`src/rtl/fft_pkg.sv`:
```
// Shared types and address helpers for the radix-2 DIT FFT address generator.
// Helpers work at the widest legal size; callers truncate to their LOG2N.
package fft_pkg;

   localparam int LOG2N_MIN    = 2;
   localparam int LOG2N_MAX    = 10;
   localparam int PIPE_LAT_MIN = 1;
   localparam int PIPE_LAT_MAX = 8;

   typedef enum logic [1:0] {
      IDLE,
      RUN,
      DRAIN
   } agu_state_e;

   typedef logic [LOG2N_MAX-1:0] addr_max_t;

   function automatic addr_max_t span_mask(input int s);
      return addr_max_t'((1 << s) - 1);
   endfunction

   // j with a zero bit inserted at position s
   function automatic addr_max_t bfly_addr_a(input addr_max_t j,
                                             input int s);
      return ((j >> s) << (s + 1)) | (j & span_mask(s));
   endfunction

   function automatic addr_max_t bfly_addr_b(input addr_max_t a,
                                             input int s);
      return a | (addr_max_t'(1) << s);
   endfunction

   function automatic addr_max_t tw_addr_of(input addr_max_t j,
                                            input int s,
                                            input int log2n);
      return (j & span_mask(s)) << (log2n - 1 - s);
   endfunction

endpackage

```
`src/rtl/agu_delay_line.sv`:
```
// Fixed-depth shift register carrying read-side info to the write side.
// Shifts every cycle; reset clears every entry, including the valid bit.
module agu_delay_line #(
   parameter int WIDTH = 1,
   parameter int DEPTH = 1
) (
   input  logic             clk,
   input  logic             reset,
   input  logic [WIDTH-1:0] din,
   output logic [WIDTH-1:0] dout
);

   logic [WIDTH-1:0] pipe_q [DEPTH];

   always_ff @(posedge clk) begin
      if (reset) begin
         for (int i = 0; i < DEPTH; i++) pipe_q[i] <= '0;
      end else begin
         pipe_q[0] <= din;
         for (int i = 1; i < DEPTH; i++) pipe_q[i] <= pipe_q[i-1];
      end
   end

   assign dout = pipe_q[DEPTH-1];

endmodule

```
`src/rtl/fft_agu_gen.sv`:
```
// In-place radix-2 DIT FFT address generator: read/twiddle addresses,
// bank select, stage sequencing and delayed write addresses.
module fft_agu_gen #(
   parameter int LOG2N    = 6,
   parameter int PIPE_LAT = 3
) (
   input  logic                     clk,
   input  logic                     reset,
   input  logic                     start,
   input  logic                     stall,
   output logic [LOG2N-1:0]         addr_a,
   output logic [LOG2N-1:0]         addr_b,
   output logic [LOG2N-2:0]         tw_addr,
   output logic                     rd_valid,
   output logic                     read_sel,
   output logic [LOG2N-1:0]         wr_addr_a,
   output logic [LOG2N-1:0]         wr_addr_b,
   output logic                     wr_en,
   output logic [$clog2(LOG2N)-1:0] stage,
   output logic                     busy,
   output logic                     done
);

   import fft_pkg::*;

   localparam int JW = LOG2N - 1;
   localparam int SW = $clog2(LOG2N);
   localparam int DW = (PIPE_LAT > 1) ? $clog2(PIPE_LAT) : 1;
   localparam int PW = 1 + 2 * LOG2N;

   localparam logic [JW-1:0] J_LAST = {JW{1'b1}};
   localparam logic [SW-1:0] S_LAST = SW'(LOG2N - 1);
   localparam logic [DW-1:0] D_LAST = DW'(PIPE_LAT - 1);

   agu_state_e    state_q, state_n;
   logic [JW-1:0] j_q, j_n;
   logic [SW-1:0] stage_q, stage_n;
   logic [DW-1:0] dcnt_q, dcnt_n;
   logic          sel_q, sel_n;
   logic          done_q, done_n;
   logic          issue;
   logic          running;

   logic [LOG2N-1:0] a_w, b_w;
   logic [JW-1:0]    tw_w;
   logic [PW-1:0]    pipe_in, pipe_out;

   always_ff @(posedge clk) begin
      if (reset) begin
         state_q <= IDLE;
         j_q     <= '0;
         stage_q <= '0;
         dcnt_q  <= '0;
         sel_q   <= 1'b0;
         done_q  <= 1'b0;
      end else begin
         state_q <= state_n;
         j_q     <= j_n;
         stage_q <= stage_n;
         dcnt_q  <= dcnt_n;
         sel_q   <= sel_n;
         done_q  <= done_n;
      end
   end

   always_comb begin
      state_n = state_q;
      j_n     = j_q;
      stage_n = stage_q;
      dcnt_n  = '0;
      sel_n   = sel_q;
      done_n  = 1'b0;
      issue   = 1'b0;
      unique case (state_q)
         IDLE: begin
            if (start) begin
               state_n = RUN;
               j_n     = '0;
               stage_n = '0;
            end
         end
         RUN: begin
            if (!stall) begin
               issue = 1'b1;
               if (j_q == J_LAST) begin
                  state_n = DRAIN;
                  j_n     = '0;
               end else begin
                  j_n = j_q + JW'(1);
               end
            end
         end
         DRAIN: begin
            dcnt_n = dcnt_q + DW'(1);
            // last write of the stage lands in this final drain cycle
            if (dcnt_q == D_LAST) begin
               dcnt_n = '0;
               if (stage_q == S_LAST) begin
                  state_n = IDLE;
                  stage_n = '0;
                  done_n  = 1'b1;
               end else begin
                  state_n = RUN;
                  stage_n = stage_q + SW'(1);
                  sel_n   = ~sel_q;
               end
            end
         end
         default: state_n = IDLE;
      endcase
   end

   assign running = (state_q == RUN);

   assign a_w  = LOG2N'(bfly_addr_a(addr_max_t'(j_q), int'(stage_q)));
   assign b_w  = LOG2N'(bfly_addr_b(addr_max_t'(a_w), int'(stage_q)));
   assign tw_w = JW'(tw_addr_of(addr_max_t'(j_q), int'(stage_q), LOG2N));

   assign addr_a   = running ? a_w : '0;
   assign addr_b   = running ? b_w : '0;
   assign tw_addr  = running ? tw_w : '0;
   assign rd_valid = issue;
   assign read_sel = sel_q;
   assign stage    = stage_q;
   assign busy     = (state_q != IDLE);
   assign done     = done_q;

   assign pipe_in = {issue, addr_a, addr_b};

   agu_delay_line #(
      .WIDTH (PW),
      .DEPTH (PIPE_LAT)
   ) u_wr_pipe (
      .clk   (clk),
      .reset (reset),
      .din   (pipe_in),
      .dout  (pipe_out)
   );

   assign wr_en     = pipe_out[PW-1];
   assign wr_addr_a = pipe_out[2*LOG2N-1:LOG2N];
   assign wr_addr_b = pipe_out[LOG2N-1:0];

endmodule

```
`config.mk`:
```
export PLATFORM = sky130hd
export DESIGN_NAME = fft_agu_gen
export DESIGN_NICKNAME = d
export VERILOG_FILES = /design/src/rtl/fft_pkg.sv /design/src/rtl/agu_delay_line.sv /design/src/rtl/fft_agu_gen.sv
export SDC_FILE = /design/constraint.sdc
export NUM_CORES = 1
export LEC_CHECK = 0
export ABC_AREA = 1
export CAP_MARGIN = 10
export CORE_AREA = 2 2 78 80
export CTS_BUF_LIST = sky130_fd_sc_hd__clkbuf_8 sky130_fd_sc_hd__clkbuf_16
export CTS_CLUSTER_SIZE = 30
export DETAILED_ROUTE_END_ITERATION = 8
export DIE_AREA = 0 0 80 82
export PLACE_DENSITY = 0.7
export SLEW_MARGIN = 20
export SYNTH_ARGS = -nofsm -noshare
export SYNTH_HDL_FRONTEND = slang
export SYNTH_HIERARCHICAL = 1
export SYNTH_SLANG_ARGS = --single-unit
```
`constraint.sdc`:
```
create_clock -name clk -period 2.75 [get_ports clk]
set_input_delay 0.6875 -clock clk [delete_from_list [all_inputs] [get_ports clk]]
set_output_delay 0.6875 -clock clk [all_outputs]
set_load 0.02 [all_outputs]
```
* Yosys cells after proc, flatten, opt, wreduce, memory -nomap -nowiden
Memories as Yosys holds them, arrays and structs flattened. Index checks and enable logic that the tools add are counted. W data, S select, Z words.
Word-level totals: register bits after elaboration 14, RAM bits 39, word-level logic and storage cells 73, memories kept 1, output and inout port bits 37
Operators by class: reduce and logical (&&, ||, !) cells 10, multiplexer cells 26, equality and inequality tests 9, bitwise logic cells 10, shifts and indexed selects 5, add/subtract/negate cells 6
Memories:
- u_wr_pipe.pipe_q | words 3, bits a word 13, read ports 3, clocked after Yosys merged registers in 0, wr ports 3, line agu_delay_line.sv:13 | logic [WIDTH-1:0] pipe_q [DEPTH];
Operators by type and width (count):
- $mux W13 | 3
- $shl A10 B32 Y5 | 1
- $mux W5 | 4
- $mux W6 | 2
- $or A6 B6 Y6 | 2
- $and A5 B10 Y10 | 1
- $pmux W5 S2 | 1
- $shl A1 B3 Y10 const A | 1
- $shl A10 B4 Y6 | 1
- $shr A5 B3 Y10 | 1
- $sub A10 B2 Y10 const B | 1
- $mux W3 | 3
- $reduce_and A3 Y1 | 3
- $mux W2 | 4
- $mux W1 | 7
- $ne A2 B2 Y1 const B | 3
- $pmux W2 S3 | 1
- $pmux W3 S2 | 1
- $reduce_bool A2 Y1 | 3
- $reduce_or A3 Y1 | 2
- $shl A1 B3 Y6 const A | 1
- $add A5 B1 Y5 const B | 1
- $eq A5 B5 Y1 const B | 1
- $add A3 B1 Y4 const B | 1
- other kinds (11) | 17

* Logic depth before layout (Yosys ltp)
Gate-level depths: netlist (run 1).
depth in word-level cells 7, gate-level depth with buffers 14, depth with buffers taken out 13

* Cells and area by module
Netlist (run 1), hierarchy kept.
By module, submodules not included:
- fft_agu_gen | sequential area each 280.3 µm², area an instance 1403.8 µm², cells an instance 235, instances 1
- agu_delay_line | sequential area each 780.7 µm², area an instance 1203.7 µm², cells an instance 134, instances 1

* Least setup slack after synthesis (run 1)
Ideal clock, no wire load.
path type reg-to-output, from register stage_q[0], in the netlist stage[0], to output port tw_addr[4], cell stages (with the launch flop) 15, path buffers 2, slack -62 ps, data required time 2062 ps, arrival time 2125 ps, cell sequence dfxtp_1 buf_4 inv_2 buf_2 ha_1 nand2_2 ha_1 inv_1 nand2_1 nand4_1 nand2_1 nand3_1 nand2_1 a21oi_1 nor2_1
On the way: longest elaborated chain between the ends 5, elaborated cells on any way between the ends 6, those cells by class add/sub (2); shift (2); mux (1); bitwise (1)
RTL lines:
- start: declaration | line fft_agu_gen.sv:37 | logic [SW-1:0] stage_q, stage_n;
- start signal: assignment | line fft_agu_gen.sv:59 | stage_q <= stage_n;
- $shl A1 B3 Y10 | line fft_pkg.sv:19 | return addr_max_t'((1 << s) - 1);
- $sub A10 B2 Y10 | line fft_pkg.sv:19
- $and A5 B10 Y10 | line fft_pkg.sv:36 | return (j & span_mask(s)) << (log2n - 1 - s);
- $shl A10 B32 Y5 (*) | line fft_pkg.sv:36
- $mux W5 (*) | line fft_agu_gen.sv:121 | assign tw_addr = running ? tw_w : '0;
- end: declaration | line fft_agu_gen.sv:13 | output logic [LOG2N-2:0] tw_addr,
Every way passes the cells marked *; elsewhere a longest branch is shown, timed or not.

* Worst setup path in the final report (run 1)
from register stage_q[0], in the netlist stage[0], to output port addr_b[4]
On the way: longest elaborated chain between the ends 6, elaborated cells on any way between the ends 10, those cells by class add/sub (2); shift (4); mux (1); bitwise (3)
RTL lines:
- $shl A1 B3 Y10
- $sub A10 B2 Y10
- $and A5 B10 Y10
- $or A6 B6 Y6 | line fft_pkg.sv:25 | return ((j >> s) << (s + 1)) | (j & span_mask(s));
- $or A6 B6 Y6 (*) | line fft_pkg.sv:30 | return a | (addr_max_t'(1) << s);
- $mux W6 (*) | line fft_agu_gen.sv:120 | assign addr_b = running ? b_w : '0;
- end: declaration | line fft_agu_gen.sv:12 | output logic [LOG2N-1:0] addr_b,
Marks and branches as above.

==> impl_summary.md, run 1 <==
Place
The HPWL after detailed placement is 4380 um. At the end of routability-driven placement, the weighted congestion stood at approximately 0.88. The port buffer count is 40.

The placed cell area is roughly 0.0032 mm2. Before CTS, the worst setup slack after placement is -0.274 ns. Once placement completed, the tool counted placed cells totaling 500.

CTS
The TritonCTS clock tree is done. The H-tree generated during clock tree synthesis spans 2 levels. Clock tree synthesis found a total of 53 sinks. At the later pin of the worst-skew pair, clock insertion delay measures just over 0.3 ns.

The deepest clock path buffer count is 2. CTS placed an instance of sky130_fd_sc_hd__clkbuf_8 at the clock tree root. After clock tree synthesis, the clock-pin slew on the worst setup and hold paths is approximately 0.090 ns. The number of hold buffers added after CTS is 0. Buffers inserted during clock tree synthesis total 5.

Setup path
Of all nets on the critical path, the largest fanout is 5. Counting both buffers and inverters, the worst setup path holds a total of 4. The worst setup path is captured at an output port. Data arrives at the worst endpoint at 2.05 ns. The signal on the critical path passes through buf_6 > ha_4 > ha_4 > inv_4 > buf_6 > a41oi_2 > nand2_1 > nand2_1 > nand2_2 > nand2_2 > nand2_2 > buf_6. Data on the critical path is required at its endpoint by about 2.1 ns.

The kind of start point of the critical path is a flop. The critical setup path kind is flop to output port. Grouping stages by cell kind, the critical path spends the most delay in adder cells. On the critical path, the stage with the largest delay is an instance of sky130_fd_sc_hd__dfxtp_4. The critical path's largest stage delay is 0.39 ns.

Drt
The detail-routed net length per standard cell is 12.1 um. The routed design has a little over 6000 um of wire. The DRC marker count from the first detailed-route iteration is 109. After detailed routing, the number of remaining DRC violations is 0. Using the TritonRoute via totals, the vias-per-cell ratio works out to ~4.7. The overall via count from detail_route is 2,391. The count of nets left with antenna violations once routing finished came out at 0. The pre-antenna-repair detailed-routing pass consisted of 4 iterations.

STA
The number of setup violations in the final report is 0. The post-route clock period utilization is 0.995. The maximum clock frequency is 366 MHz.

Measured against its own limit, the worst slew margin works out to 0.656. For the pin with the worst max-slew slack, the measured transition is 0.515 ns. Setup repair after global routing could not meet its margin everywhere. The minimum clock period after layout is between 2 and 3 ns. The maximum clock skew at final layout is 0.00604 ns. The final count of hold timing violations came to 0.

The count of pins over their slew limit is 0. The accumulated negative setup slack is 0 ns. Across all setup checks in the final design, the least slack found is 0.0149 ns.

Hold path
The type of the worst min-delay path is flop to flop.

Power
In this run the power spent charging and discharging nets is around 990 uW. Cell internal power was estimated by the tool at between 1.5 and 2 mW. Of the total power, the share spent switching nets is 0.385. Across the VDD grid, the largest voltage drop is 363 uV. The leakage power figure is approximately 1.6 nW. Of the total power, registers draw 0.348. Of the total power, combinational logic draws 0.448. Dividing total power by cell area gives a power density of roughly 730 mW/mm2.

The share of total power dissipated in the clock network is 0.203.

Yosys
The area fraction of the dominant cell type after synthesis is 0.407. The post-synthesis sequential area ratio is 0.407. In the synthesized netlist the async set-or-reset flop fraction comes to 0.

The commonest register cell after synthesis is sky130_fd_sc_hd__dfxtp_1. The total nets after synthesis is 385. After synthesis, the cell types taking the most area are sky130_fd_sc_hd__dfxtp_1, sky130_fd_sc_hd__inv_1, sky130_fd_sc_hd__nand2_1.

Synthesis handed over a netlist of about 370 instances. The flip-flop and latch count after synthesis is 53. Averaged over all synthesized cells, the footprint is approximately 7 um2.

The number of warnings issued by yosys is 6. The cell type with the highest aggregate area in the netlist is sky130_fd_sc_hd__dfxtp_1. Summing every instance area after synthesis gives roughly 0.0026 mm2. The distinct cell type count of the synthesized netlist is 33. In this run, synthesis inferred 0 flip-flops with an integrated enable.

Die
The floorplan step defined a die boundary enclosing 0.00656 mm2. The core region area is about 0.0057 mm2. The site row count is 28. The overall die height is around 82 um. The initial core utilization is 0.454. Measured along the x axis, the die boundary spans about 80 um. Pin placement for this block handled 41 I/O pins.

Cells and area
The final core area utilization is 0.613. The number of antenna diodes is 0. The number of fill cells is about 540. The total number of nets in the final design is 450. Excluding fillers, the count of instances in the completed layout stands at about 500. Summing all multi-input logic gate instances after layout gives 0.00127 mm2. The sequential cells in the finished layout cover a total of 0.00107 mm2. Of the cells placed in the final design, the portion with a size suffix greater than 1 is 0.253. The post-route cell area is 0.00352 mm2. The signed area change from the synthesized netlist to the final layout is 35.1%.

Global route
The first global-routing pass estimated around 9600 um of wire. Entering global routing, the biggest net connects 40 pins. The combined global-route utilization of all metal layers is 0.190. The via count of the first global-routing pass is around 2,100. The number of antenna violations at the first check in global routing came to 0.

The total overflow left after global routing is 0.

Outcome
The flow ran to the end, and the final reports show no timing, DRC or antenna violations.

Job
The tool flagged a number of max-cap violations equal to 0.
worst paths after layout:
kind | start | endpoint | slack, ns | cells after the start
worst min-delay path | u_wr_pipe/pipe_q[0][12]$_SDFF_PP0_ | u_wr_pipe/pipe_q[0][25]$_SDFF_PP0_ | 0.40 | 2
worst max register to register | stage[0]$_SDFFE_PP0P_ | u_wr_pipe/pipe_q[0][0]$_SDFF_PP0_ | 0.92 | 11
worst max-delay path | stage[0]$_SDFFE_PP0P_ | addr_b[4] | 0.01 | 12
worst min register to register | u_wr_pipe/pipe_q[0][12]$_SDFF_PP0_ | u_wr_pipe/pipe_q[0][25]$_SDFF_PP0_ | 0.40 | 2
through the flow:
stage,power (mW),hold slack [ns]
final,2.56,0.403
after global routing,2.75,0.416
after CTS,2.46,0.405
after detailed placement,1.92,0.392
after global placement,1.92,0.389
after floorplan,1.53,0.388
cell type report:
cell class	instances	share of cell area
Multi-Input combinational cell	219	0.360
Sequential cell	53	0.303
Timing Repair Buffer	80	0.196
Inverter	75	0.0827
Tap cell	75	0.0266
Clock buffer	5	0.0195
Clock inverter	3	0.0121
layout by cell type, fill, tap and decap left out, types with 2 or more instances in the layout:
cell type,count
sky130_fd_sc_hd__nor2_2,4
sky130_fd_sc_hd__ha_1,7
sky130_fd_sc_hd__nor2_4,3
sky130_fd_sc_hd__nand2_1,61
sky130_fd_sc_hd__o21ai_1,2
sky130_fd_sc_hd__buf_6,10
sky130_fd_sc_hd__o21ai_0,3
sky130_fd_sc_hd__a21oi_1,8
sky130_fd_sc_hd__inv_4,4
sky130_fd_sc_hd__buf_2,3
sky130_fd_sc_hd__inv_1,67
sky130_fd_sc_hd__a21oi_2,6
sky130_fd_sc_hd__dfxtp_4,2
sky130_fd_sc_hd__nand3_1,25
sky130_fd_sc_hd__nand2_2,6
sky130_fd_sc_hd__clkbuf_8,5
sky130_fd_sc_hd__a31oi_1,2
sky130_fd_sc_hd__nor2_1,57
sky130_fd_sc_hd__nand3_2,4
sky130_fd_sc_hd__dfxtp_1,51
sky130_fd_sc_hd__a211oi_1,3
sky130_fd_sc_hd__nand4_1,6
sky130_fd_sc_hd__nor3_1,4
sky130_fd_sc_hd__buf_4,43
sky130_fd_sc_hd__ha_4,5
sky130_fd_sc_hd__clkdlybuf4s50_1,23
sky130_fd_sc_hd__inv_2,5
kinds of logic (layout without fill, tap and decap cells):
kind of cell,Yosys count,count (layout),synth area share
AOI/OAI and AO/OA,30,30,0.0710
xor gates and xnor gates,2,2,0.00672
adders and majority gates,12,12,0.0576
buffers and inverters,97,163,0.172
DFF,53,53,0.407
muxes,1,1,0.00384
and+or+nand+nor,174,174,0.282
layer usage:
metal | up-vias | GRT usage | routed length (um)
li1 | 1243 | - | -
met3 | 11 | 0.0396 | 346
met1 | 1062 | 0.234 | 2700
met2 | 75 | 0.314 | 2950
met4 | 0 | 0.0983 | 162
met5 | - | 0 | 0
synthesized netlist by cell type (2+ instances only):
| library cell | count |
|---|---|
| sky130_fd_sc_hd__inv_2 | 4 |
| sky130_fd_sc_hd__a31oi_1 | 3 |
| sky130_fd_sc_hd__nor2_1 | 62 |
| sky130_fd_sc_hd__dfxtp_1 | 53 |
| sky130_fd_sc_hd__nand3_1 | 28 |
| sky130_fd_sc_hd__buf_2 | 4 |
| sky130_fd_sc_hd__buf_4 | 14 |
| sky130_fd_sc_hd__a211oi_1 | 3 |
| sky130_fd_sc_hd__buf_6 | 3 |
| sky130_fd_sc_hd__nand4_1 | 6 |
| sky130_fd_sc_hd__nand2_1 | 67 |
| sky130_fd_sc_hd__o21ai_1 | 2 |
| sky130_fd_sc_hd__ha_1 | 12 |
| sky130_fd_sc_hd__inv_4 | 2 |
| sky130_fd_sc_hd__inv_1 | 69 |
| sky130_fd_sc_hd__nor3_1 | 4 |
| sky130_fd_sc_hd__a21oi_1 | 14 |
| sky130_fd_sc_hd__o21ai_0 | 4 |
repair_timing:
item                       CTS  global route
resized for setup           89            47
pin swaps                    4            15
setup endpoints to repair   17            17
buffers inserted             1             1
gates cloned                 0             0
registers in the layout, summed over array words and instances (netlist names):
name,flops
read_sel,1
u_wr_pipe/pipe_q,39
j_q,5
state_q,2
done,1
dcnt_q,2
stage,3
power groups by stage:
stage / clock network [mW] / registers, mW / logic [mW]
finish: 0.522 / 0.892 / 1.15
global route: 0.572 / 0.903 / 1.27
CTS: 0.539 / 0.888 / 1.03
detailed placement: 0 / 0.904 / 1.02
global placement: 0 / 0.899 / 1.02
floorplan: 0 / 0.906 / 0.624
worst reg2reg max path, stage by stage, from the launching register on:
cell                      delay (ns)
sky130_fd_sc_hd__dfxtp_4        0.39
sky130_fd_sc_hd__buf_6          0.13
sky130_fd_sc_hd__ha_4           0.15
sky130_fd_sc_hd__ha_4           0.28
sky130_fd_sc_hd__inv_4          0.05
sky130_fd_sc_hd__nor2_4         0.11
sky130_fd_sc_hd__buf_6          0.11
sky130_fd_sc_hd__nand4_1        0.11
sky130_fd_sc_hd__a31oi_1        0.21
sky130_fd_sc_hd__buf_4          0.14
sky130_fd_sc_hd__inv_1          0.03
sky130_fd_sc_hd__nor2_1         0.06
No activity file was read; power rests on OpenSTA's default activity.
==> run 2, diff against run 1 <==
DONT_BUFFER_PORTS = 1   (was unset)
PLACE_DENSITY = unset   (was 0.7)
clock period = 2.5 ns   (was 2.75 ns; I/O delays follow)
==> impl_summary.md, run 2 (synthesis gave the netlist of run 1 again) <==
Outcome
The run finished, with violations left. The final reports fail on negative setup slack.

Cells and area
The total number of nets in the final design is around 400. In the final layout, the multi-input gates occupy around 0.0013 mm2. The repair_antennas step left the layout with diodes totalling 0. Summing all flip-flop and latch instances after layout gives roughly 0.0011 mm2.

Leaving out fill and tap cells, the most frequent cells in the layout are sky130_fd_sc_hd__inv_1, sky130_fd_sc_hd__nor2_1, sky130_fd_sc_hd__nand2_1. The register with the most flip-flops is u_wr_pipe/pipe_q. The number of fill cells is ~540.

The final core area utilization is 0.565. Compared with the post-synthesis result, the final layout area differs by 24.4%. Of the cells placed in the final design, the portion with a size suffix greater than 1 is 0.291.

The register with the most flip-flops in the layout has 39 of them. The library cell used most frequently in the layout, excluding fill and tap cells, is sky130_fd_sc_hd__inv_1.

STA
Setup repair after global routing could not meet its margin everywhere. The slew at the pin closest to its max-slew limit is 0.449 ns. The count of pins over their slew limit is 0.

Counting I/O delays and the setup requirement, the final critical path takes 2.57 ns. In the finished design, the share of the clock period the worst path needs comes to 1.03. The final count of hold timing violations is 0. Headroom to the max-slew limit came out at 0.699. The maximum clock skew at final layout is around 0.012 ns. Setup violations remaining at the end of the flow were counted as 6. Static timing analysis puts the maximum clock frequency at a little under 400 MHz.

In the post-route analysis, the smallest setup slack over all paths is -0.0688 ns.

Setup path
The maximum fanout count along the critical path is 6. Among the stages of the critical path, the cell type that occurs most often is sky130_fd_sc_hd__nand2_1. Data on the critical path is required at its endpoint by around 1.9 ns. The arrival time at the worst endpoint is a little under 2 ns.

The critical setup path kind is flop to output port. The cell type group with the largest total delay on the critical path is flip-flops. In this run the number of cells on the critical path is 9.

The kind of start point of the critical path is a flop. The critical path goes through inv_6 > ha_4 > clkinvlp_4 > a41oi_1 > nand2_1 > nand2_1 > nand2_1 > nand2_2 > nand2_4. The number of cells on the worst reg-to-reg path is 10.

For this run, the slowest stage of the critical path takes between 0.4 and 0.5 ns. The worst register-to-register path has a setup slack of approximately 0.64 ns. Counting both buffers and inverters, the worst setup path holds a total of 2. The worst setup path is captured at an output port. The cell with the largest stage delay on the worst path is sky130_fd_sc_hd__dfxtp_4.

Drt
The top layer used by detailed routing is met4. For this block, the initial DRC count from the detailed router was 100. In the detailed route, the total length drawn on met3 is around 270 um. For this block, wires on met1 add up to roughly 2600 um. The first detailed-routing pass took 4 iterations. In the routed design, unresolved DRC markers number 0. The routed wire length is 6140 um. After detailed routing, the number of vias per cell comes to 4.87. After detailed routing, the met2 layer carries 3090 um of wire. The count of nets left with antenna violations after detail routing is 0. The detail-routed net length per standard cell is around 13 um. The routed layout has roughly 2,300 vias.

Place
At the end of routability-driven placement, the weighted congestion stood at about 0.83. The final HPWL from detailed placement is between 3000 and 4000 um. The port buffer count is 0.

Global route
The via count of the first global-routing pass is about 2,000. In the global route stage, overall resource usage came out at 0.185. Entering global routing, the biggest net connects 51 pins. The first-pass GRT wire length is between 9000 and 10,000 um.

The total overflow left after global routing is 0. The number of antenna violations at the first check in global routing is 0.

CTS
After clock tree synthesis, the clock-pin slew on the worst setup and hold paths is ~0.1 ns. The deepest clock path buffer count is 2. TritonCTS built the clock tree. For this design, the CTS-stage hold fixing added 0 buffers.

The number of buffers added by the clock tree synthesis step is 5. The clock tree synthesis step divided the H-tree into 2 levels. The cell at the root of the clock tree is sky130_fd_sc_hd__clkbuf_8. For this design, the sink count on the clock tree is 53.

The clock latency at the later pin of the worst-skew pair is 0.31 ns.

Die
The die is 82 um tall. The initial core utilization is 0.454. The overall die area is roughly 0.0066 mm2.

The die is about 80 um wide. The site row count is 28. Pin placement for this block handled between 40 and 50 I/O pins.

The core region area is about 0.0057 mm2.

Power
In this run the power density over the cells is between 800 and 900 mW/mm2. The leakage power figure is around 1.4 nW. The power consumption is 2.69 mW. The largest voltage drop on the vdd net is 367 uV.

Job
The tool flagged a number of max-cap violations equal to 0.

Hold path
The type of the worst min-delay path is input port to flop. The worst hold path depth is 1.
==> run 2: cell types whose count changed in the layout (fill, tap and decap cells not counted), sizes merged <==
cell and change:
bufinv -1, dlygate4sd1 -1, clkbuf +2, clkinvlp +1
inv -1, buf -20, clkdlybuf4s50 -23
==> run 2: layer usage <==
layer,vias up,GRT usage
met4,0,0.0797
met5,-,0
li1,1162,-
met3,10,0.0319
met2,60,0.316
met1,1044,0.229
==> run 2: through the flow <==
step	hold WS [ns]	std cells	setup slack (ns)	cell area, um2	TNS [ns]
floorplan	0.388	369	0.00726	2640	0
global placement	0.389	437	0.0786	2680	0
detailed placement	0.393	437	0.0901	2680	0
CTS	0.369	457	-0.0108	3060	-0.0235
global route	0.373	467	-0.134	3240	-1.15
finish	0.385	467	-0.0688	3240	-0.223
==> run 2: worst paths after layout <==
kind                                                            to                          startpoint
worst max-delay path                                     addr_b[4]               stage[0]$_SDFFE_PP0P_
worst min-delay path            u_wr_pipe/pipe_q[0][13]$_SDFF_PP0_                               reset
worst max register to register             state_q[0]$_SDFFE_PP0P_                 j_q[0]$_SDFFE_PP0P_
worst min register to register  u_wr_pipe/pipe_q[0][30]$_SDFF_PP0_  u_wr_pipe/pipe_q[0][17]$_SDFF_PP0_
==> run 2: power by group <==
| part | switching, mW | internal (mW) | leakage [nW] | total (mW) |
|---|---|---|---|---|
| clock network | 0.273 | 0.257 | 0.0577 | 0.530 |
| logic | 0.712 | 0.438 | 0.923 | 1.15 |
| registers | 0.0802 | 0.930 | 0.432 | 1.01 |
| total | 1.07 | 1.62 | 1.41 | 2.69 |
==> run 2: area by class of cell <==
cell class	instances	share of cell area
well taps	75	0.0289
repair buffers	37	0.102
clock inverters	2	0.00386
inverters	75	0.0941
clock buffers	6	0.0289
flip-flops and latches	53	0.331
multi-input cells	219	0.411
==> run 2: repair_timing <==
| item | 4_1_cts | 5_1_grt |
|---|---|---|
| cloned | 0 | 1 |
| setup buffers | 12 | 9 |
| gates resized for setup | 53 | 32 |
| pin swaps | 18 | 16 |
| setup endpoints to repair | 17 | 17 |
